**config.mk**
```make
export PLATFORM = sky130hd
export DESIGN_NAME = regfile_mp
export DESIGN_NICKNAME = d
export VERILOG_FILES = /design/src/rtl/regfile_pkg.sv /design/src/rtl/regfile_scoreboard.sv /design/src/rtl/regfile_mp.sv
export SDC_FILE = /design/constraint.sdc
export NUM_CORES = 2
export LEC_CHECK = 0
export ABC_CLOCK_PERIOD_IN_PS = 5810
export CAP_MARGIN = 20
export CORE_ASPECT_RATIO = 0.8
export CORE_MARGIN = 1
export CORE_UTILIZATION = 61
export CTS_BUF_LIST = sky130_fd_sc_hd__clkbuf_4
export CTS_CLUSTER_DIAMETER = 50
export DETAILED_ROUTE_END_ITERATION = 8
export GPL_ROUTABILITY_DRIVEN = 0
export PLACE_DENSITY_LB_ADDON = 0.08
export REMOVE_ABC_BUFFERS = 1
export SKIP_CTS_REPAIR_TIMING = 1
export SYNTH_ARGS = -nofsm -noshare
export SYNTH_HDL_FRONTEND = slang
export SYNTH_SLANG_ARGS = --single-unit
export TNS_END_PERCENT = 30
```
**constraint.sdc**
```tcl
create_clock -name clk -period 5.81 [get_ports clk]
set_input_delay 0.8715 -clock clk [delete_from_list [all_inputs] [get_ports clk]]
set_output_delay 0.8715 -clock clk [all_outputs]
set_load 0.02 [all_outputs]
```
**src/rtl/regfile_pkg.sv**
```systemverilog
// regfile_pkg: shared encodings, default widths and reset-pattern helper for regfile_mp
package regfile_pkg;
  localparam int INIT_ZERO = 0;
  localparam int INIT_PATTERN = 1;
  localparam int DEF_DATA_W = 32;
  localparam int DEF_ADDR_W = 5;
  localparam int DEF_NUM_RD = 2;
  localparam int DEF_CNT_W = 2;
  function automatic logic [31:0] init_val(input int i, input int depth);
    return (i < depth - 2) ? 32'(10 * i + 1) : (i == depth - 2) ? 32'd0 : 32'd10;
  endfunction
endpackage

```
**src/rtl/regfile_scoreboard.sv**
```systemverilog
// regfile_scoreboard: per-register pending-write counters, sticky overflow and per-port busy lookup
module regfile_scoreboard
  import regfile_pkg::*;
#(
  parameter int ADDR_W = DEF_ADDR_W,
  parameter int NUM_RD = DEF_NUM_RD,
  parameter int CNT_W = DEF_CNT_W,
  parameter int ZERO_REG = 1,
  parameter int BYPASS = 1
) (
  input  logic                     clk,
  input  logic                     reset,
  input  logic [NUM_RD*ADDR_W-1:0] rd_addr,
  input  logic                     wr_en,
  input  logic [ADDR_W-1:0]        wr_addr,
  input  logic                     iss_en,
  input  logic [ADDR_W-1:0]        iss_addr,
  output logic [NUM_RD-1:0]        rd_busy,
  output logic                     ovf
);
  localparam int DEPTH = 2 ** ADDR_W;
  localparam logic [CNT_W-1:0] CNT_MAX = '1;
  logic [CNT_W-1:0] cnt_q [DEPTH];
  logic [CNT_W-1:0] cnt_d [DEPTH];
  logic ovf_q, ovf_d;
  always_comb begin
    ovf_d = ovf_q;
    for (int r = 0; r < DEPTH; r++) begin
      cnt_d[r] = cnt_q[r];
      if (ZERO_REG != 0 && r == 0)
        cnt_d[r] = '0;
      else if (iss_en && iss_addr == ADDR_W'(r) && !(wr_en && wr_addr == ADDR_W'(r))) begin
        if (cnt_q[r] == CNT_MAX) ovf_d = 1'b1;
        else cnt_d[r] = cnt_q[r] + 1'b1;
      end else if (wr_en && wr_addr == ADDR_W'(r) && !(iss_en && iss_addr == ADDR_W'(r)) && cnt_q[r] != '0)
        cnt_d[r] = cnt_q[r] - 1'b1;
    end
  end
  always_ff @(posedge clk) begin
    if (reset) begin
      for (int i = 0; i < DEPTH; i++) cnt_q[i] <= '0;
      ovf_q <= 1'b0;
    end else begin
      cnt_q <= cnt_d;
      ovf_q <= ovf_d;
    end
  end
  assign ovf = ovf_q;
  for (genvar p = 0; p < NUM_RD; p++) begin : g_busy
    logic [ADDR_W-1:0] a;
    assign a = rd_addr[p*ADDR_W +: ADDR_W];
    // the final pending value is forwarded this cycle, so the reader need not stall
    assign rd_busy[p] = cnt_q[a] != '0 &&
                        !(BYPASS != 0 && wr_en && wr_addr == a && cnt_q[a] == CNT_W'(1));
  end
endmodule

```
**src/rtl/regfile_mp.sv**
```systemverilog
// regfile_mp: multi-read-port register file with optional bypass, zero register and pending-write scoreboard
module regfile_mp
  import regfile_pkg::*;
#(
  parameter int DATA_W = DEF_DATA_W,
  parameter int ADDR_W = DEF_ADDR_W,
  parameter int NUM_RD = DEF_NUM_RD,
  parameter int ZERO_REG = 1,
  parameter int BYPASS = 1,
  parameter int INIT_MODE = INIT_ZERO,
  parameter int CNT_W = DEF_CNT_W
) (
  input  logic                     clk,
  input  logic                     reset,
  input  logic [NUM_RD*ADDR_W-1:0] rd_addr,
  output logic [NUM_RD*DATA_W-1:0] rd_data,
  output logic [NUM_RD-1:0]        rd_busy,
  input  logic                     wr_en,
  input  logic [ADDR_W-1:0]        wr_addr,
  input  logic [DATA_W-1:0]        wr_data,
  input  logic                     iss_en,
  input  logic [ADDR_W-1:0]        iss_addr,
  output logic                     ovf
);
  localparam int DEPTH = 2 ** ADDR_W;
  logic [DATA_W-1:0] mem_q [DEPTH];
  always_ff @(posedge clk) begin
    if (reset) begin
      for (int i = 0; i < DEPTH; i++)
        mem_q[i] <= ((ZERO_REG != 0 && i == 0) || INIT_MODE == INIT_ZERO) ? '0 : DATA_W'(init_val(i, DEPTH));
    end else if (wr_en && !(ZERO_REG != 0 && wr_addr == '0))
      mem_q[wr_addr] <= wr_data;
  end
  for (genvar p = 0; p < NUM_RD; p++) begin : g_rd
    logic [ADDR_W-1:0] a;
    logic zero, fwd;
    assign a = rd_addr[p*ADDR_W +: ADDR_W];
    assign zero = ZERO_REG != 0 && a == '0;
    assign fwd = BYPASS != 0 && wr_en && wr_addr == a;
    assign rd_data[p*DATA_W +: DATA_W] = zero ? '0 : fwd ? wr_data : mem_q[a];
  end
  regfile_scoreboard #(
    .ADDR_W(ADDR_W), .NUM_RD(NUM_RD), .CNT_W(CNT_W), .ZERO_REG(ZERO_REG), .BYPASS(BYPASS)
  ) u_sb (
    .clk(clk), .reset(reset), .rd_addr(rd_addr), .wr_en(wr_en), .wr_addr(wr_addr),
    .iss_en(iss_en), .iss_addr(iss_addr), .rd_busy(rd_busy), .ovf(ovf)
  );
endmodule

```
== After elaboration in Yosys (flattened, before gate mapping) ==
Memories as Yosys holds them, arrays and structs flattened.
Cells that the tools add are included.
Widths: inputs -> output; s select.
Operators by class
  muxes and demuxes: 173
  add/subtract/negate cells: 62
  bitwise operators: 2
  eq/ne operators: 128
  reduce and logical (&&, ||, !) cells: 326
  order comparisons: 2
Operators with widths (count)
  $mux 2: 97
  $logic_and 1x1->1: 162
  $eq 5x5->1 const B: 32
  $mux 32: 5
  $reduce_bool 2->1: 64
  $eq 5x4->1 const B: 16
  $mux 1: 68
  $logic_not 1->1: 65
  $add 2x1->2 const B: 31
  $eq 2x2->1 const B: 31
  $ne 2x2->1 const B: 31
  $reduce_and 2->1: 31
  $sub 2x1->2 const B: 31
  $eq 5x3->1 const B: 8
  $reduce_or 32->1: 1
  $bmux 2 s5: 2
  $eq 5x2->1 const B: 4
  $logic_not 5->1: 3
  $ge 6x6->1 const B: 2
  $not 5->6: 2
  $eq 5x1->1 const B: 2
  $eq 5x5->1: 2
  $mux 5: 1
  $eq 2x1->1 const B: 2
Word-level totals
  memories: 1
  memory bits (writable): 1024
  register bits: 63
  logic and storage cells: 726
  output and inout bits: 67
Memory list
  mem_q: depth 32, width 32, read ports 2, clocked after memory_dff 0, wr ports 32, line regfile_mp.sv:26  | logic [DATA_W-1:0] mem_q [DEPTH];

== Longest topological paths before layout ==
  word-level depth: 65
  gate-level depth with buffers: 10
  gate-level depth less buffers: 5

== Modules after synthesis ==
Synthesis repeated with hierarchy kept, for this count alone.
Unflattened totals
  cells, all modules: 4418
  area, all modules: 59927.5 um^2
Modules (own cells, without submodules)
  regfile_mp: area an instance 54723.7 um^2, cells each 3742, sequential area each 30749.5 um^2, instances 1
  regfile_scoreboard: area an instance 5203.7 um^2, cells each 676, sequential area each 1261.2 um^2, instances 1

== Least setup slack after synthesis ==
OpenSTA, ideal clock, no wires.
  path kind: input port to output port
  start point: input rd_addr[0]
  end point: output rd_busy[0]
  path slack: 2140 ps
  path buffers: 5
  stages on the path: 9
  arrival: 2798 ps
  path through: buf_2 -> buf_6 -> buf_4 -> buf_4 -> buf_4 -> mux4_2 -> nand2_1 -> o22ai_1 -> o31ai_1
On the way
  longest elaborated chain between the ends: 8
  elaborated cells between the ends (all ways): 11
Ends and longest elaborated chain
  start, declared: line regfile_mp.sv:15  | input logic [NUM_RD*ADDR_W-1:0] rd_addr,
  $not 5->6 (implied by the code): line regfile_scoreboard.sv:53, regfile_scoreboard.sv:54
  $bmux 2 s5: line regfile_scoreboard.sv:53, regfile_scoreboard.sv:54
  $mux 2 (implied by the code) (2 in a row): line regfile_scoreboard.sv:53, regfile_scoreboard.sv:54
  $eq 2x1->1: line regfile_scoreboard.sv:54  | !(BYPASS != 0 && wr_en && wr_addr == a && cnt_q[a] == CNT_W'(1));
  $logic_and 1x1->1: line regfile_scoreboard.sv:54
  $logic_not 1->1: line regfile_scoreboard.sv:54
  $logic_and 1x1->1 *: line regfile_scoreboard.sv:53  | assign rd_busy[p] = cnt_q[a] != '0 &&
  end, declared: line regfile_mp.sv:17  | output logic [NUM_RD-1:0] rd_busy,
Every way passes the cells marked *; elsewhere a longest branch is shown, timed or not. The select of a mux whose other input is x is not followed.

== Worst setup path in the final report ==
  start point: input rd_addr[9]
  end point: output rd_data[54]
On the way
  longest elaborated chain between the ends: 4
  elaborated cells between the ends (all ways): 6
Ends and longest elaborated chain
  parallel branches: the longest is 3 deep, another holds $mem_v2 32x32
  $mux 32 *: line regfile_mp.sv:40  | assign rd_data[p*DATA_W +: DATA_W] = zero ? '0 : fwd ? wr_data : mem_q[a];
  end, declared: line regfile_mp.sv:16  | output logic [NUM_RD*DATA_W-1:0] rd_data,
Mark *: on every way between the ends.

==> run summary <==
# setup viols final = 0
Slowest-stage cell, CP = clkdlybuf4s50_1
Post-DP HPWL = 121,000 um
Total number of vias = 41.8k
Clock Path Buffers = 4
Setup CP Type = in -> out
Final Cell Area = 66,500 um2
Fin crit share = 91.2%
CP top delay family = buffers and inverters
Num CTS Buffers = 295
Adder-Cell Fraction of Synth Area = 0%
Max IR drop VDD = 0.202 mV
CTS tree = done
Leak Pwr = 22.9 nW
Xor/xnor share of the synthesized area = 0.146%
Fin. max-slew vios = 0
FMAX = 0.189 GHz
Width of the die = 352 um
Yosys warning count = 0
Root Driver = clkbuf_4
Row count = 102
Relative slew slack = 20.4%
Mapped Area = 59,800 um2
Total power = 18.3 mW
Fin crit period = 5.30 ns
Via density = 7.20
Share of post-route cells with drive strength above 1 = 29.4%
#FFs+latches synth = 1,087
Die span in y = 282 um
GRT overflow = 0
Worst min path class = in -> reg
CP Capture Type = output port
Antenna viol nets, final = 0
Distinct cells, synth = 61
Port Buffers = 122
Status = completed
Worst Path Required = 4.94 ns
Worst skew pair latency = 1.24 ns
Async set-reset flop share out of synthesis = 0%
Placed cell areas = 63,000 um2
First-pass GRT wire length = 288,000 um
Synthesized-area fraction occupied by and/or/nand/nor cells = 13.8%
Mapped Cells = 4,121
Synth Flop Type = edfxtp_1
Pre-Repair DR Iteration Count = 7
Fillers = 6,775
CP cell instances = buf_2 -> buf_4 -> nor2_1 -> nand2_2 -> buf_4 -> o22ai_1 -> nor2_1 -> a32o_1 -> clkdlybuf4s50_1
Total GRT Usage = 41.6%
Mean Syn Cell Area = 14.5 um2
TNS Setup = 0 ns
RSZ-0062 raised after global routing = no
Fin Clk Skew = 0.0478 ns
Slowest stage delay, CP = 0.65 ns
# H-tree levels = 5
Arrival @ worst endpoint = 4.43 ns
I/O pin count = 123
Largest family of logic cells by synthesized area = multiplexers
Worst-Margin Slew = 1.19 ns
Worst Setup Start Kind = input pin
Final WL = 204,000 um
Worst setup margin = 0.509 ns
Setup WS pre-CTS = 0.706 ns
Largest net degree at the start of global routing = 79
Critical path buffers and inverters = 4
Die ar. = 99,400 um2
Hold violation total from the final report = 0
Compound-Gate Fraction of Synth Area = 5.41%
Initial drt markers = 6,886
Clk sinks = 1,087
Fin nets = 4,382
Area Overhead vs Synth = 11.1%
# DRC = 0
MaxCap Viol Count = 0
Seq/Total Area, Yosys = 53.5%
Initial core utilization = 61.7%
Post-synth EDFFs = 1,024
Vias in the first global route = 40.1k
Antenna violations before repair = 12
Mux contribution to synthesized area = 23.9%
PwrDens = 275 nW/um2
Area of the core = 97,000 um2
Crit path max fanout = 23
Clk slew on worst S/H paths = 0.07 ns
Wirelength per Cell = 35.1 um
-- per-layer routing --
metal	global-route usage [%]	share of wire, %
met1	57.4	36
met4	23.2	5.7
met5	0	0.026
met2	59.0	43
met3	13.5	16
-- cell usage in the layout, fill, tap and decap left out, types with 34 or more instances in the layout --
cell type / netlist / layout
mux2i_1: 84 / 84
o21ai_0: 58 / 58
clkbuf_4: 0 / 423
dfxtp_1: 63 / 63
buf_4: 16 / 169
and2_1: 1005 / 1005
clkinv_1: 1 / 34
o211ai_1: 58 / 58
o22ai_1: 90 / 90
nor2_1: 86 / 54
a32o_1: 45 / 45
mux4_2: 586 / 586
nand2_1: 126 / 124
clkdlybuf4s50_1: 0 / 112
edfxtp_1: 1024 / 1024
nand3_1: 67 / 67
a21oi_1: 70 / 69
-- report_power, final --
part | internal (mW) | total, mW | switching (mW)
Sequential | 8.97 | 9.18 | 0.205
Combinational | 1.15 | 2.59 | 1.44
Clock | 3.30 | 6.49 | 3.19
Total | 13.4 | 18.3 | 4.83
-- synthesized netlist by cell type (3+ instances only) --
cell type,n,area [um2]
mux4_2,586,13200
buf_1,13,48.8
buf_6,5,56.3
o22ai_1,90,563
xor2_1,8,70.1
o21ai_0,58,290
buf_2,83,415
a31oi_1,3,18.8
dfxtp_1,63,1260
mux2_2,22,248
nor2b_1,14,87.6
nand2b_1,32,200
nor4bb_1,6,60.1
a22oi_1,11,82.6
a21oi_1,70,350
a211o_1,6,52.6
a21o_1,27,203
nand4bb_1,4,45.0
and2_1,1005,6290
nand4b_1,6,52.6
o21a_1,31,233
a221o_1,7,70.1
a32o_1,45,450
edfxtp_1,1024,30700
nand2_1,126,473
nor3_1,3,15.0
inv_1,27,101
or2_2,18,113
and4b_1,6,60.1
nor4_1,6,37.5
a2111oi_0,16,140
clkbuf_1,322,1210
a22o_1,12,105
and4_1,3,26.3
nand3b_1,4,30.0
nor2_1,86,323
nand3_1,67,335
buf_4,16,120
mux2i_1,84,841
a211oi_1,20,150
o211ai_1,58,435
-- final cells by class --
class                           instances  area [um2]  area share, %
Sequential cell                      1087       32000           48.2
Multi-Input combinational cell       2598       26300           39.6
Clock buffer                          423        3180           4.78
Timing Repair Buffer                  316        3040           4.58
Tap cell                             1300        1630           2.45
Clock inverter                         38         146          0.220
Inverter                               28         108          0.162
Antenna cell                           15        37.5         0.0565
-- cells by family after synthesis --
group | count (synthesis)
AND/OR/NAND/NOR | 1399
multiplexers | 692
buffers and inverters | 467
XOR/XNOR | 10
other | 1
flip-flops | 1087
AO/OA/AOI/OAI | 465
-- sequential cells by signal, summed over array words and instances (netlist names) --
name        flops
mem_q        1024
u_sb.cnt_q     62
u_sb.ovf        1
-- worst paths after layout --
path	cells after the start	endpoint	start	slack, ns
worst max-delay path	9	rd_data[54]	rd_addr[9]	0.51
worst min-delay path	2	u_sb.cnt_q[13]$_SDFFE_PP0P_	reset	0.01
worst min register to register	2	u_sb.cnt_q[16]$_SDFFE_PP0P_	u_sb.cnt_q[17]$_SDFFE_PP0P_	0.51
worst max register to register	5	u_sb.ovf$_SDFF_PP0_	u_sb.cnt_q[16]$_SDFFE_PP0P_	3.60
-- metrics by stage --
| stage | instances | util [%] | hold slack, ns |
|---|---|---|---|
| floorplan | 3713 | - | 0.466 |
| global placement | 5322 | 64.9 | 0.500 |
| detailed placement | 5324 | 64.9 | 0.511 |
| CTS | 5785 | 68.4 | -0.0429 |
| global route | 5791 | 68.5 | 0.0481 |
| finish | 5805 | 68.5 | 0.0142 |
Power figures use the tool's default switching activity.
